**config.mk**
```make
export PLATFORM = sky130hd
export DESIGN_NAME = dvp_rgb565_capture
export DESIGN_NICKNAME = d
export VERILOG_FILES = /design/src/rtl/dvp_rgb565_capture.sv
export SDC_FILE = /design/constraint.sdc
export NUM_CORES = 1
export LEC_CHECK = 0
export BUFFER_PORTS_ARGS = -buffer_cell sky130_fd_sc_hd__buf_2
export CAP_MARGIN = 5
export CORE_UTILIZATION = 25
export CTS_CLUSTER_SIZE = 10
export DETAILED_ROUTE_END_ITERATION = 6
export GPL_ROUTABILITY_DRIVEN = 1
export PLACE_DENSITY = 0.51
export SLEW_MARGIN = 20
export SYNTH_ARGS = -nofsm -noshare
export SYNTH_HDL_FRONTEND = slang
export SYNTH_SLANG_ARGS = --single-unit
```
**constraint.sdc**
```tcl
create_clock -name clk -period 3.3 [get_ports clk]
set_clock_uncertainty 0.2 [all_clocks]
set_input_delay 0.66 -clock clk [delete_from_list [all_inputs] [get_ports clk]]
set_output_delay 0.66 -clock clk [all_outputs]
set_load 0.05 [all_outputs]
```
**src/rtl/dvp_rgb565_capture.sv**
```systemverilog
// DVP byte stream to RGB565 pixel stream with frame admission, coordinates and geometry checks.
// Latency: pixel strobe 2 clk after the low byte is sampled; frame_done 2 clk after cam_vsync rises.
// Backpressure: none; the sensor cannot be stalled, so pixels are strobed as they arrive.
module dvp_rgb565_capture #(
    parameter int H_ACTIVE    = 640,
    parameter int V_ACTIVE    = 480,
    parameter int SKIP_FRAMES = 10
) (
    input  logic        clk,
    input  logic        rst,
    input  logic        cam_vsync,
    input  logic        cam_href,
    input  logic [7:0]  cam_data,
    input  logic        capture_en,
    output logic        post_hs,
    output logic        post_vs,
    output logic        post_clken,
    output logic [15:0] post_imgdata,
    output logic [11:0] px_x,
    output logic [11:0] px_y,
    output logic        frame_done,
    output logic        frame_err
);
    localparam int                SKIP_W    = (SKIP_FRAMES > 1) ? $clog2(SKIP_FRAMES) : 1;
    localparam logic [SKIP_W-1:0] SKIP_LAST = SKIP_W'(SKIP_FRAMES - 1);
    localparam logic [11:0]       H_EXP     = 12'(H_ACTIVE);
    localparam logic [11:0]       V_EXP     = 12'(V_ACTIVE);

    typedef enum logic [1:0] {ST_SKIP, ST_WAIT, ST_ACTIVE} state_t;

    state_t            state;
    logic              s1_vsync, s1_href, s1_vsync_d, s1_href_d;
    logic [7:0]        s1_data, hi;
    logic              phase, armed, err_acc;
    logic [SKIP_W-1:0] skip_cnt;
    logic [11:0]       x, y;

    logic              vs_rise, vs_fall, hr_fall, line_err, err_now;
    logic [11:0]       x_inc, y_line;

    // The line check is folded into y_line/err_now so a vsync rise on the
    // same cycle as an href fall sees the completed line.
    always_comb begin
        vs_rise  = s1_vsync & ~s1_vsync_d;
        vs_fall  = ~s1_vsync & s1_vsync_d;
        hr_fall  = s1_href_d & ~s1_href;
        x_inc    = (x == 12'hFFF) ? x : x + 12'd1;
        y_line   = y;
        if (hr_fall && x != 12'd0 && y != 12'hFFF)
            y_line = y + 12'd1;
        line_err = hr_fall & ((x != H_EXP) | phase);
        err_now  = err_acc | line_err | (s1_vsync & s1_href);
    end

    always_ff @(posedge clk or posedge rst) begin
        if (rst) begin
            state        <= ST_SKIP;
            s1_vsync     <= 1'b0;
            s1_href      <= 1'b0;
            s1_data      <= 8'd0;
            s1_vsync_d   <= 1'b0;
            s1_href_d    <= 1'b0;
            hi           <= 8'd0;
            phase        <= 1'b0;
            armed        <= 1'b0;
            err_acc      <= 1'b0;
            skip_cnt     <= '0;
            x            <= 12'd0;
            y            <= 12'd0;
            post_hs      <= 1'b0;
            post_vs      <= 1'b0;
            post_clken   <= 1'b0;
            post_imgdata <= 16'd0;
            px_x         <= 12'd0;
            px_y         <= 12'd0;
            frame_done   <= 1'b0;
            frame_err    <= 1'b0;
        end else begin
            s1_vsync   <= cam_vsync;
            s1_href    <= cam_href;
            s1_data    <= cam_data;
            s1_vsync_d <= s1_vsync;
            s1_href_d  <= s1_href;
            post_clken <= 1'b0;
            frame_done <= 1'b0;

            case (state)
                // Only rises preceded by a fall count, so a frame cut short by
                // reset is never mistaken for a whole settling frame.
                ST_SKIP: begin
                    post_hs <= 1'b0;
                    post_vs <= 1'b0;
                    phase   <= 1'b0;
                    if (vs_fall)
                        armed <= 1'b1;
                    if (vs_rise && armed) begin
                        if (skip_cnt == SKIP_LAST)
                            state <= ST_WAIT;
                        else
                            skip_cnt <= skip_cnt + SKIP_W'(1);
                    end
                end

                ST_WAIT: begin
                    post_hs <= 1'b0;
                    post_vs <= 1'b0;
                    phase   <= 1'b0;
                    if (vs_fall && capture_en) begin
                        state   <= ST_ACTIVE;
                        x       <= 12'd0;
                        y       <= 12'd0;
                        err_acc <= 1'b0;
                    end
                end

                ST_ACTIVE: begin
                    post_hs <= s1_href;
                    post_vs <= 1'b1;
                    err_acc <= err_now;
                    if (s1_href) begin
                        phase <= ~phase;
                        if (!phase) begin
                            hi <= s1_data;
                        end else begin
                            post_clken   <= 1'b1;
                            post_imgdata <= {hi, s1_data};
                            px_x         <= x;
                            px_y         <= y;
                            x            <= x_inc;
                        end
                    end else begin
                        phase <= 1'b0;
                    end
                    if (hr_fall) begin
                        x <= 12'd0;
                        y <= y_line;
                    end
                    if (vs_rise) begin
                        frame_done <= 1'b1;
                        frame_err  <= err_now | (y_line != V_EXP);
                        post_vs    <= 1'b0;
                        post_hs    <= 1'b0;
                        state      <= ST_WAIT;
                    end
                end

                default: state <= ST_SKIP;
            endcase
        end
    end
endmodule

```
**Yosys cells after proc, flatten, opt, wreduce, memory -nomap -nowiden**

Cells that the tools add are included.

- Word-level logic and storage cells: 98
- Register bits: 98
- Output and inout port bits: 45
- Input port bits: 13

- Reduce and logical (&&, ||, !) cells: 18
- Equality and inequality tests: 15
- Bitwise gates (word level): 14
- Multiplexer cells: 27
- Add/sub/neg operators: 3

Operator list:

| kind | number |
|---|---|
| 12-bit 2-to-1 mux | 7 |
| 12-bit one-hot mux with 2 select lines | 2 |
| 12-bit by 1-bit adder with 12-bit output, second input constant | 2 |
| 12-bit == test, second input constant | 1 |
| 12-bit by 10-bit inequality test with 1-bit output, second input constant | 1 |
| 12-bit inequality test, second input constant | 1 |
| 12-bit by 9-bit inequality test with 1-bit output, second input constant | 1 |
| 3-bit AND reduction | 4 |
| 12-bit nonzero test | 1 |
| 2-bit inequality test, second input constant | 5 |
| 1-bit 2-to-1 mux | 9 |
| 3-bit inequality test, second input constant | 3 |
| 2-bit 2-to-1 mux | 4 |
| 1-bit one-hot mux with 2 select lines | 4 |
| 2-bit one-hot mux with 3 select lines | 1 |
| 2-bit AND reduction | 3 |
| 1-bit bitwise AND | 5 |
| 1-bit NOT | 5 |
| 5-bit AND reduction | 1 |
| 4-bit by 1-bit adder with 4-bit output, second input constant | 1 |
| 4-bit == test, second input constant | 1 |
| 1-bit logical AND | 4 |
| 1-bit OR | 4 |
| 4-bit AND reduction | 1 |
| 5 further kinds | 6 |

**Depth between registers and ports, before layout**

Gate-level depths: netlist of the first run.

- Word-level depth: 7
- Mapped depth: 9
- Depth with buffers taken out: 8

**Worst setup path after synthesis of the first run**

No wires, ideal clock.

- Path kind: register to register
- Start: reg y[0]
- End: reg frame_err
- Slack: 0.907 ns
- Arrival: 2.048 ns
- Clock period less this slack: 2.393 ns
- Cell stages (with the launch flop): 8
- Library setup time: 0.145 ns
- Data required time: 2.955 ns
- Path buffers: 0
- Path through: dfrtp_1 ha_1 and3_1 and3_4 or4_4 xnor2_2 nor4b_2 o211ai_1

- Word-level cells in the longest chain between the ends: 5
- Elaborated cells on any way between the ends: 6
- Those cells by class: add/sub: 1; eq/ne: 2; mux: 1; bitwise: 1; reduce/logical: 1

Ends and longest elaborated chain:

| item | line | text |
|---|---|---|
| start: declaration | 36 | `logic [11:0] x, y;` |
| start signal: assignment | 136 | `y <= y_line;` |
| parallel branches: the longest is 2 deep, another holds 12-bit by 1-bit adder with 12-bit output | n/a |  |
| 12-bit 2-to-1 mux * | 49 | `if (hr_fall && x != 12'd0 && y != 12'hFFF)` |
| 12-bit by 9-bit inequality test with 1-bit output * | 140 | `frame_err <= err_now \| (y_line != V_EXP);` |
| 1-bit OR * | 140 |  |
| end signal: assignment | 140 |  |
| end: declaration | 22 | `output logic frame_err` |

Mark *: on every way between the ends.
A chain may end at the register's enable or synchronous reset.

**Worst setup path in the final report of the first run**

Ends and elaborated chain as after synthesis.

==> results of run 1 <==
[report_power, final]
group / switching, mW / internal, mW / total [mW]
Combinational: 0.346 / 0.247 / 0.593
Sequential: 0.247 / 1.39 / 1.63
Clock: 0.459 / 0.589 / 1.05
Total: 1.05 / 2.22 / 3.27
[per-stage QoR]
stage | hold slack, ps | cells | worst slack (ps) | util [%] | power (mW)
after floorplan | 228 | 374 | 907 | - | 2.05
after global placement | 260 | 643 | 801 | 29.3 | 2.23
after detailed placement | 268 | 643 | 725 | 29.3 | 2.25
after CTS | 198 | 659 | 717 | 31.1 | 3.32
after global routing | 193 | 659 | 559 | 31.1 | 3.47
final | 214 | 659 | 707 | 31.1 | 3.27
[logic make-up (layout without fill, tap and decap cells)]
logic type,after synthesis,after routing
simple gates,124,124
flops,98,98
compound gates,70,70
mux,46,46
buf+inv,21,86
xor+xnor,10,10
fa+ha+maj,5,5
[registers in the layout, summed over array words and instances (netlist names)]
register and cells:
post_vs 1, s1_href 1, x 12, post_clken 1
err_acc 1, s1_href_d 1, state 2, armed 1
skip_cnt 4, post_imgdata 16, frame_done 1, phase 1
s1_data 8, hi 8, post_hs 1, s1_vsync 1
px_y 12, frame_err 1, px_x 12, y 12
s1_vsync_d 1
[path summary, 6_finish.rpt]
kind | startpoint | end | slack [ps] | cells after the start
max | y[0]$_DFFE_PP0P_ | frame_err$_DFFE_PP0P_ | 710 | 7
min | cam_data[0] | s1_data[0]$_DFF_PP0_ | 210 | 1
max reg2reg | y[0]$_DFFE_PP0P_ | frame_err$_DFFE_PP0P_ | 710 | 7
min reg2reg | skip_cnt[3]$_DFFE_PP0P_ | skip_cnt[3]$_DFFE_PP0P_ | 280 | 1
max in group asynchronous | rst | px_y[5]$_DFFE_PP0P_ | 2000 | 3
min in group asynchronous | rst | s1_data[1]$_DFF_PP0_ | 270 | 2
[layer usage]
metal	GRT usage (%)	part of all wire, %	vias up
met4	3.35	1.2	0
met2	19.2	49	78
met1	14.4	45	1573
met3	3.51	5.3	10
met5	0	0	-
li1	-	-	1474
[worst register-to-register path, delay by kind of cell, from the launching register on]
family	cells	cell delay, ps
DFF	1	460
xor gates and xnor gates	1	150
AOI/OAI and AO/OA	1	110
adders and majority gates	1	300
and+or+nand+nor	4	1220
[final cells by class]
cell class | instances | area [sq um] | area share, %
Timing Repair Buffer | 62 | 348 | 6.67
Multi-Input combinational cell | 255 | 1810 | 34.6
Tap cell | 220 | 275 | 5.28
Clock inverter | 6 | 67.6 | 1.30
Sequential cell | 98 | 2450 | 47.1
Clock buffer | 10 | 229 | 4.39
Inverter | 8 | 33.8 | 0.648
[layout by cell type (no fill, tap or decap), types with 3 or more instances in the layout]
cell type,Yosys,layout
nand3_1,15,14
mux2_2,45,45
nand2b_1,3,3
nor3_1,3,3
nand4_1,6,6
ha_1,5,5
and4_1,5,5
a21oi_1,7,7
nand2_1,31,31
nor3_2,3,3
xor2_1,5,5
buf_4,0,3
nor2b_1,7,7
or3_1,3,3
inv_1,8,7
o31ai_1,3,3
xnor2_1,4,4
o21ai_0,33,33
clkinvlp_4,0,3
nor2_1,24,24
and3_1,4,4
clkbuf_16,0,9
buf_2,4,57
a31oi_1,5,5
dfrtp_1,98,98
==> results_dict.tcl, run 1 <==
set metrics [dict create \
    grt_max_degree 37 \
    max-clock-path-buffers 2 \
    synth.most_common_cell "dfrtp_1" \
    worstPathRequired_ps 3300 \
    path_buf_inv 0 \
    hold_buffers 0 \
    grt_usage_pct 11.6 \
    routedWlPerCell_um 14.9 \
    drive_gt1_share_pct 32.3 \
    finalCritPeriodShare_pct 78.6 \
    yosysSeqAreaShare_pct 56.4 \
    grt-ovfl-total 0 \
    pin_count 58 \
    synth_top_area_share_pct 56.4 \
    ant_nets 0 \
    setup_violations 0 \
    hold_violations 0 \
    status "finished, final reports clean" \
    layout.nets 452 \
    finalInstanceArea_sq_um 5210 \
    die_h_um 134 \
    post_synth_num_cell_types 60 \
    firstDrtPassIters 4 \
    cts_root_buffer "clkbuf_16" \
    vias_per_cell 4.76 \
    synth_top_family_by_area "simple AND/OR/NAND/NOR gates" \
    synth.area.top_cells "dfrtp_1 56%, mux2_2 12%, o21ai_0 3.8%" \
    crit_path_end_kind "flip-flop" \
    synth_seq_cells 98 \
    dieArea_sq_um 17900 \
    slowest_stage "or4_4" \
    io_buffers 57 \
    place_area_sq_um 4910 \
    ys_async_sr_fraction_pct 100 \
    synthAdderAreaFrac_pct 1.44 \
    maxCapViolCount 0 \
    grt_pass1_wl_um 16300 \
    start_util_pct 26.0 \
    grt_antenna_before_repair 0 \
    worstPathMaxFanout 8 \
    syn-cell-area_sq_um 4350 \
    hpwl_um 7050 \
    slew_violations 0 \
    clk_pin_slew_worst_paths_ps 70 \
    synthCells 374 \
    dr_total_vias 3135 \
    area_growth_pct 19.8 \
    tns_ps 0 \
    cts-resized-gates 0 \
    avgSynthCellArea_sq_um 11.6 \
    critical_path_arrival_ps 2590 \
    numCtsBuffers 9 \
    fill_cells 1724 \
    cts_sinks 98 \
    slew_headroom_pct 45.0 \
    critPathLaunchType "flip-flop" \
    post_cts_buffers 0 \
    yosysWarnings 0 \
    htreeDepth 3 \
    routed_wl_um 9810 \
    die_w_um 134 \
    rsz0062_at_grt "false" \
    synth.net_count 392 \
    critPathTopFamily "simple AND/OR/NAND/NOR gates" \
    period_minus_slack_ps 2590 \
    power_density_nw_per_um2 628 \
    synth_edf_count 0 \
    tightest_slew_ps 824 \
    synth_xor_area_share_pct 2.19 \
    initialDrtViolationCount 136 \
    ir_drop_v 0.000231 \
    cp_cell_sequence "ha_1 -> and3_1 -> and3_4 -> or4_4 -> xnor2_2 -> nor4b_2 -> o211ai_1" \
    gp_congestion 0.857 \
    synth_top_cell_by_area "dfrtp_1" \
    grt_pass1_vias 3181 \
    synth_compound_area_share_pct 10.1 \
    diodes 0 \
    rows 47 \
    critPathKind "flip-flop to flip-flop" \
    synth.area.mux_share_pct 11.9 \
    leakagePower_nw 2.47 \
    slowest_delay_ps 510 \
    clock.fmax_mhz 386 \
    ys.flop_type "dfrtp_1" \
    clk_latency_ps 340 \
    core_sq_um 16800 \
    synth_simple_gate_area_share_pct 15.8 \
    drc 0 \
    synth_common_cells "98 x dfrtp_1, 45 x mux2_2, 33 x o21ai_0" \
    hp-class "input port to flip-flop" \
    cts_tree "yes" \
]
Power figures use the tool's default switching activity.
==> run 2: changes to the inputs <==
PLACE_DENSITY = 0.5   (was 0.51)
clock period = 2.7 ns   (was 3.3 ns; I/O delays follow)
==> results_dict.tcl, run 2 (same netlist as run 1, synthesis figures left out) <==
set metrics [dict create \
    status "finished, final reports clean" \
    die_h_um 134 \
    grt_antenna_before_repair 0 \
    die_w_um 134 \
    mostFrequentLayoutCell "dfrtp_1" \
    leakagePower_nw 2.52 \
    hp-class "input port to flip-flop" \
    core_sq_um 16800 \
    r2r_cells 7 \
    ir_drop_v 0.000273 \
    hold_buffers 0 \
    hold_violations 0 \
    grt_usage_pct 11.6 \
    cts_root_buffer "clkbuf_16" \
    io_buffers 57 \
    clk_latency_ps 350 \
    start_util_pct 26.0 \
    min-delay-start "cam_data[0]" \
    pin_count 58 \
    post_cts_buffers 0 \
    routedWlPerCell_um 14.7 \
    holdPathStages 1 \
    numCtsBuffers 9 \
    worstPathRequired_ps 2700 \
    initialDrtViolationCount 94 \
    crit_start "y[1]$_DFFE_PP0P_" \
    critical_path_arrival_ps 2510 \
    cts_sinks 98 \
    rsz0062_at_grt "false" \
    reg2reg_from "y[1]$_DFFE_PP0P_" \
    mostFrequentLayoutCells "98 x dfrtp_1, 57 x buf_2, 45 x mux2_2, 33 x o21ai_0, 31 x nand2_1" \
    grt-ovfl-total 0 \
    dieArea_sq_um 17900 \
    period_minus_slack_ps 2520 \
    maxCapViolCount 0 \
    largest-register "post_imgdata" \
    slew_headroom_pct 51.9 \
    tns_ps 0 \
    tightest_slew_ps 718 \
    worstPathMaxFanout 6 \
    ant_nets 0 \
    drc 0 \
    cts-resized-gates 0 \
    clk_pin_slew_worst_paths_ps 70 \
    slowest_delay_ps 520 \
    cp_cell_sequence "ha_1 -> and3_1 -> and3_4 -> or4_4 -> xnor2_2 -> nor4b_2 -> o211ai_1" \
    area_growth_pct 21.3 \
    slowest_stage "or4_4" \
    critPathLaunchType "flip-flop" \
    gp_congestion 0.785 \
    grt_pass1_vias 3093 \
    rows 47 \
    place_ws_ps 197 \
    cts_tree "yes" \
    layout.nets 460 \
    vias_per_cell 4.59 \
    postLayoutSetupSlackWorst_ps 184 \
    grt_max_degree 37 \
    power_density_nw_per_um2 771 \
    setup_violations 0 \
    drive_gt1_share_pct 33.6 \
    slew_violations 0 \
    crit_path_end_kind "flip-flop" \
    hpwl_um 6990 \
    clock.fmax_mhz 397 \
    diodes 0 \
    finalCritPeriodShare_pct 93.2 \
    dr_total_vias 3060 \
    grt_pass1_wl_um 16300 \
    routed_wl_um 9790 \
    critPathKind "flip-flop to flip-flop" \
    firstDrtPassIters 4 \
    htreeDepth 3 \
    largest_reg_flops 16 \
    fill_cells 1740 \
    max-clock-path-buffers 2 \
]
-- run 2: critical path, delay by kind of cell (launching register included) --
| family | cells | cell delay (ps) |
|---|---|---|
| fa+ha+maj | 1 | 280 |
| flops | 1 | 430 |
| xor+xnor | 1 | 160 |
| simple gates | 4 | 1210 |
| compound gates | 1 | 110 |
-- run 2: power by group --
group	total (mW)	leakage [nW]	switching, mW	internal, mW
clock	1.31	0.148	0.548	0.763
combinational	0.797	1.08	0.463	0.334
sequential	1.96	1.30	0.264	1.70
total	4.07	2.52	1.27	2.79
-- run 2: final cells by class --
cell class,instances,area (sq um),share of cell area (%)
sequential,98,2450,46.5
clock buffer,11,253,4.79
timing repair buffer,70,408,7.73
multi-input combinational,255,1810,34.2
tap,220,275,5.21
inverter,8,33.8,0.640
clock inverter,4,51.3,0.972
-- run 2: path summary, 6_finish.rpt --
path / end / slack [ps]
worst max-delay path: frame_err$_DFFE_PP0P_ / 180
worst min-delay path: s1_data[0]$_DFF_PP0_ / 90
worst max register to register: frame_err$_DFFE_PP0P_ / 180
worst min register to register: skip_cnt[3]$_DFFE_PP0P_ / 270
max in group asynchronous: px_y[4]$_DFFE_PP0P_ / 1580
min in group asynchronous: px_x[10]$_DFFE_PP0P_ / 110
-- run 2: metal layers --
metal | wire, um | track usage [%] | vias to the layer above
li1 | - | - | 1487
met1 | 4610 | 15.0 | 1518
met2 | 4740 | 19.1 | 49
met3 | 356 | 3.06 | 6
met4 | 76 | 3.41 | 0
met5 | 0 | 0 | -
-- run 2: metrics by stage --
stage               cell area [sq um]  hold WS [ps]  cells  utilization [%]  total power [mW]
detailed placement               4970           268    651             29.7              2.80
global placement                 4970           262    651             29.7              2.77
global route                     5280          79.0    666             31.5              4.32
finish                           5280          93.9    666             31.5              4.07
CTS                              5280          75.7    666             31.5              4.14
floorplan                        4360           228    374                -              2.51
==> run 3: changes to the inputs <==
CORE_ASPECT_RATIO = 0.6   (was unset)
==> results_dict.tcl, run 3 (same netlist as run 1, synthesis figures left out) <==
set metrics [dict create \
    setup_violations 0 \
    hold_ws_ps 78.8 \
    power_density_nw_per_um2 797 \
    tns_ps 0 \
    layout.nets 460 \
    pin_count 58 \
    slowest_stage "or4_4" \
    diodes 0 \
    start_util_pct 26.2 \
    critical_path_arrival_ps 2550 \
    rsz0062_at_grt "false" \
    cts_tree "yes" \
    critPathTopFamily "simple AND/OR/NAND/NOR gates" \
    area_growth_pct 22.4 \
    cp_cell_sequence "ha_1 -> and3_1 -> and3_4 -> or4_4 -> xnor2_2 -> nor4b_2 -> o211ai_1" \
    post_cts_buffers 0 \
    clock.fmax_mhz 391 \
    ir_drop_v 0.000291 \
    mostFrequentLayoutCells "98 x dfrtp_1, 57 x buf_2, 45 x mux2_2, 33 x o21ai_0, 31 x nand2_1" \
    grt_max_degree 40 \
    period_minus_slack_ps 2560 \
    largest_reg_flops 16 \
    critPathKind "flip-flop to flip-flop" \
    hpwl_um 7470 \
    place_area_sq_um 4980 \
    core_sq_um 16600 \
    leakagePower_nw 2.54 \
    grt_usage_pct 12.4 \
    critPathLaunchType "flip-flop" \
    slew_violations 0 \
    worstPathMaxFanout 6 \
    firstDrtPassIters 4 \
    gp_congestion 0.904 \
    die_w_um 172 \
    max-clock-path-buffers 2 \
    slew_headroom_pct 50.5 \
    grt_pass1_wl_um 17200 \
    drive_gt1_share_pct 33.6 \
    cts_root_buffer "clkbuf_16" \
    maxCapViolCount 0 \
    path_buf_inv 0 \
    numCtsBuffers 9 \
    ant_nets 0 \
    drc 0 \
    vias_per_cell 4.73 \
    grt-ovfl-total 0 \
    crit_path_end_kind "flip-flop" \
    die_h_um 104 \
    cts_sinks 98 \
    rows 36 \
    dr_total_vias 3190 \
    hp-class "input port to asynchronous set/reset pin" \
    hold_buffers 0 \
    crit_start "y[1]$_DFFE_PP0P_" \
    largest-register "post_imgdata" \
    clk_pin_slew_worst_paths_ps 70 \
    routedWlPerCell_um 15.4 \
    reg2reg_from "y[1]$_DFFE_PP0P_" \
    status "finished, final reports clean" \
    mostFrequentLayoutCell "dfrtp_1" \
    cts-resized-gates 0 \
    io_buffers 57 \
    tightest_slew_ps 740 \
    routed_wl_um 10400 \
    dieArea_sq_um 18000 \
    clk_latency_ps 350 \
    worstPathRequired_ps 2700 \
    htreeDepth 3 \
    grt_antenna_before_repair 0 \
    grt_pass1_vias 3137 \
    finalInstanceArea_sq_um 5330 \
    hold_violations 0 \
    initialDrtViolationCount 263 \
    finalCritPeriodShare_pct 94.6 \
    slowest_delay_ps 520 \
]
[run 3: cell types whose count changed in the layout (fill, tap and decap cells not counted)]
cell	before	now
clkbuf_8	2	1
clkinv_4	1	0
bufinv_16	1	3
[run 3: path summary, 6_finish.rpt]
check / slack, ps / end / cells past startpoint
max: 140 / frame_err$_DFFE_PP0P_ / 7
min: 80 / frame_done$_DFF_PP0_ / 2
max reg2reg: 140 / frame_err$_DFFE_PP0P_ / 7
min reg2reg: 290 / px_y[3]$_DFFE_PP0P_ / 2
max in group asynchronous: 1610 / s1_data[2]$_DFF_PP0_ / 3
min in group clk: 100 / s1_data[0]$_DFF_PP0_ / 1
[run 3: power by group]
part           internal (mW)  total [mW]  switching [mW]  leakage [nW]
registers               1.69        1.97           0.271          1.30
logic                  0.332       0.810           0.478          1.08
clock network          0.924        1.47           0.546         0.165
total                   2.95        4.25            1.29          2.54
[run 3: routing by layer]
metal / track usage [%] / part of all wire (%) / wire (um)
met1: 19.3 / 53 / 5500
met2: 16.5 / 41 / 4210
met3: 3.31 / 5.4 / 562
met4: 3.41 / 0.99 / 103
met5: 0 / 0 / 0
[run 3: layout make-up]
class / count / area [sq um]
Multi-Input combinational cell: 255 / 1810
Clock buffer: 10 / 239
Fill cell: 1701 / 11300
Sequential cell: 98 / 2450
Timing Repair Buffer: 70 / 408
Tap cell: 228 / 285
Clock inverter: 5 / 103
Inverter: 8 / 33.8
[run 3: per-stage QoR]
stage,std cells,util (%),power (mW),worst slack [ps]
detailed placement,659,30.0,2.79,200
global placement,659,30.0,2.77,264
floorplan,374,-,2.51,307
CTS,674,32.0,4.29,173
global route,674,32.0,4.50,1.83
finish,674,32.0,4.25,145
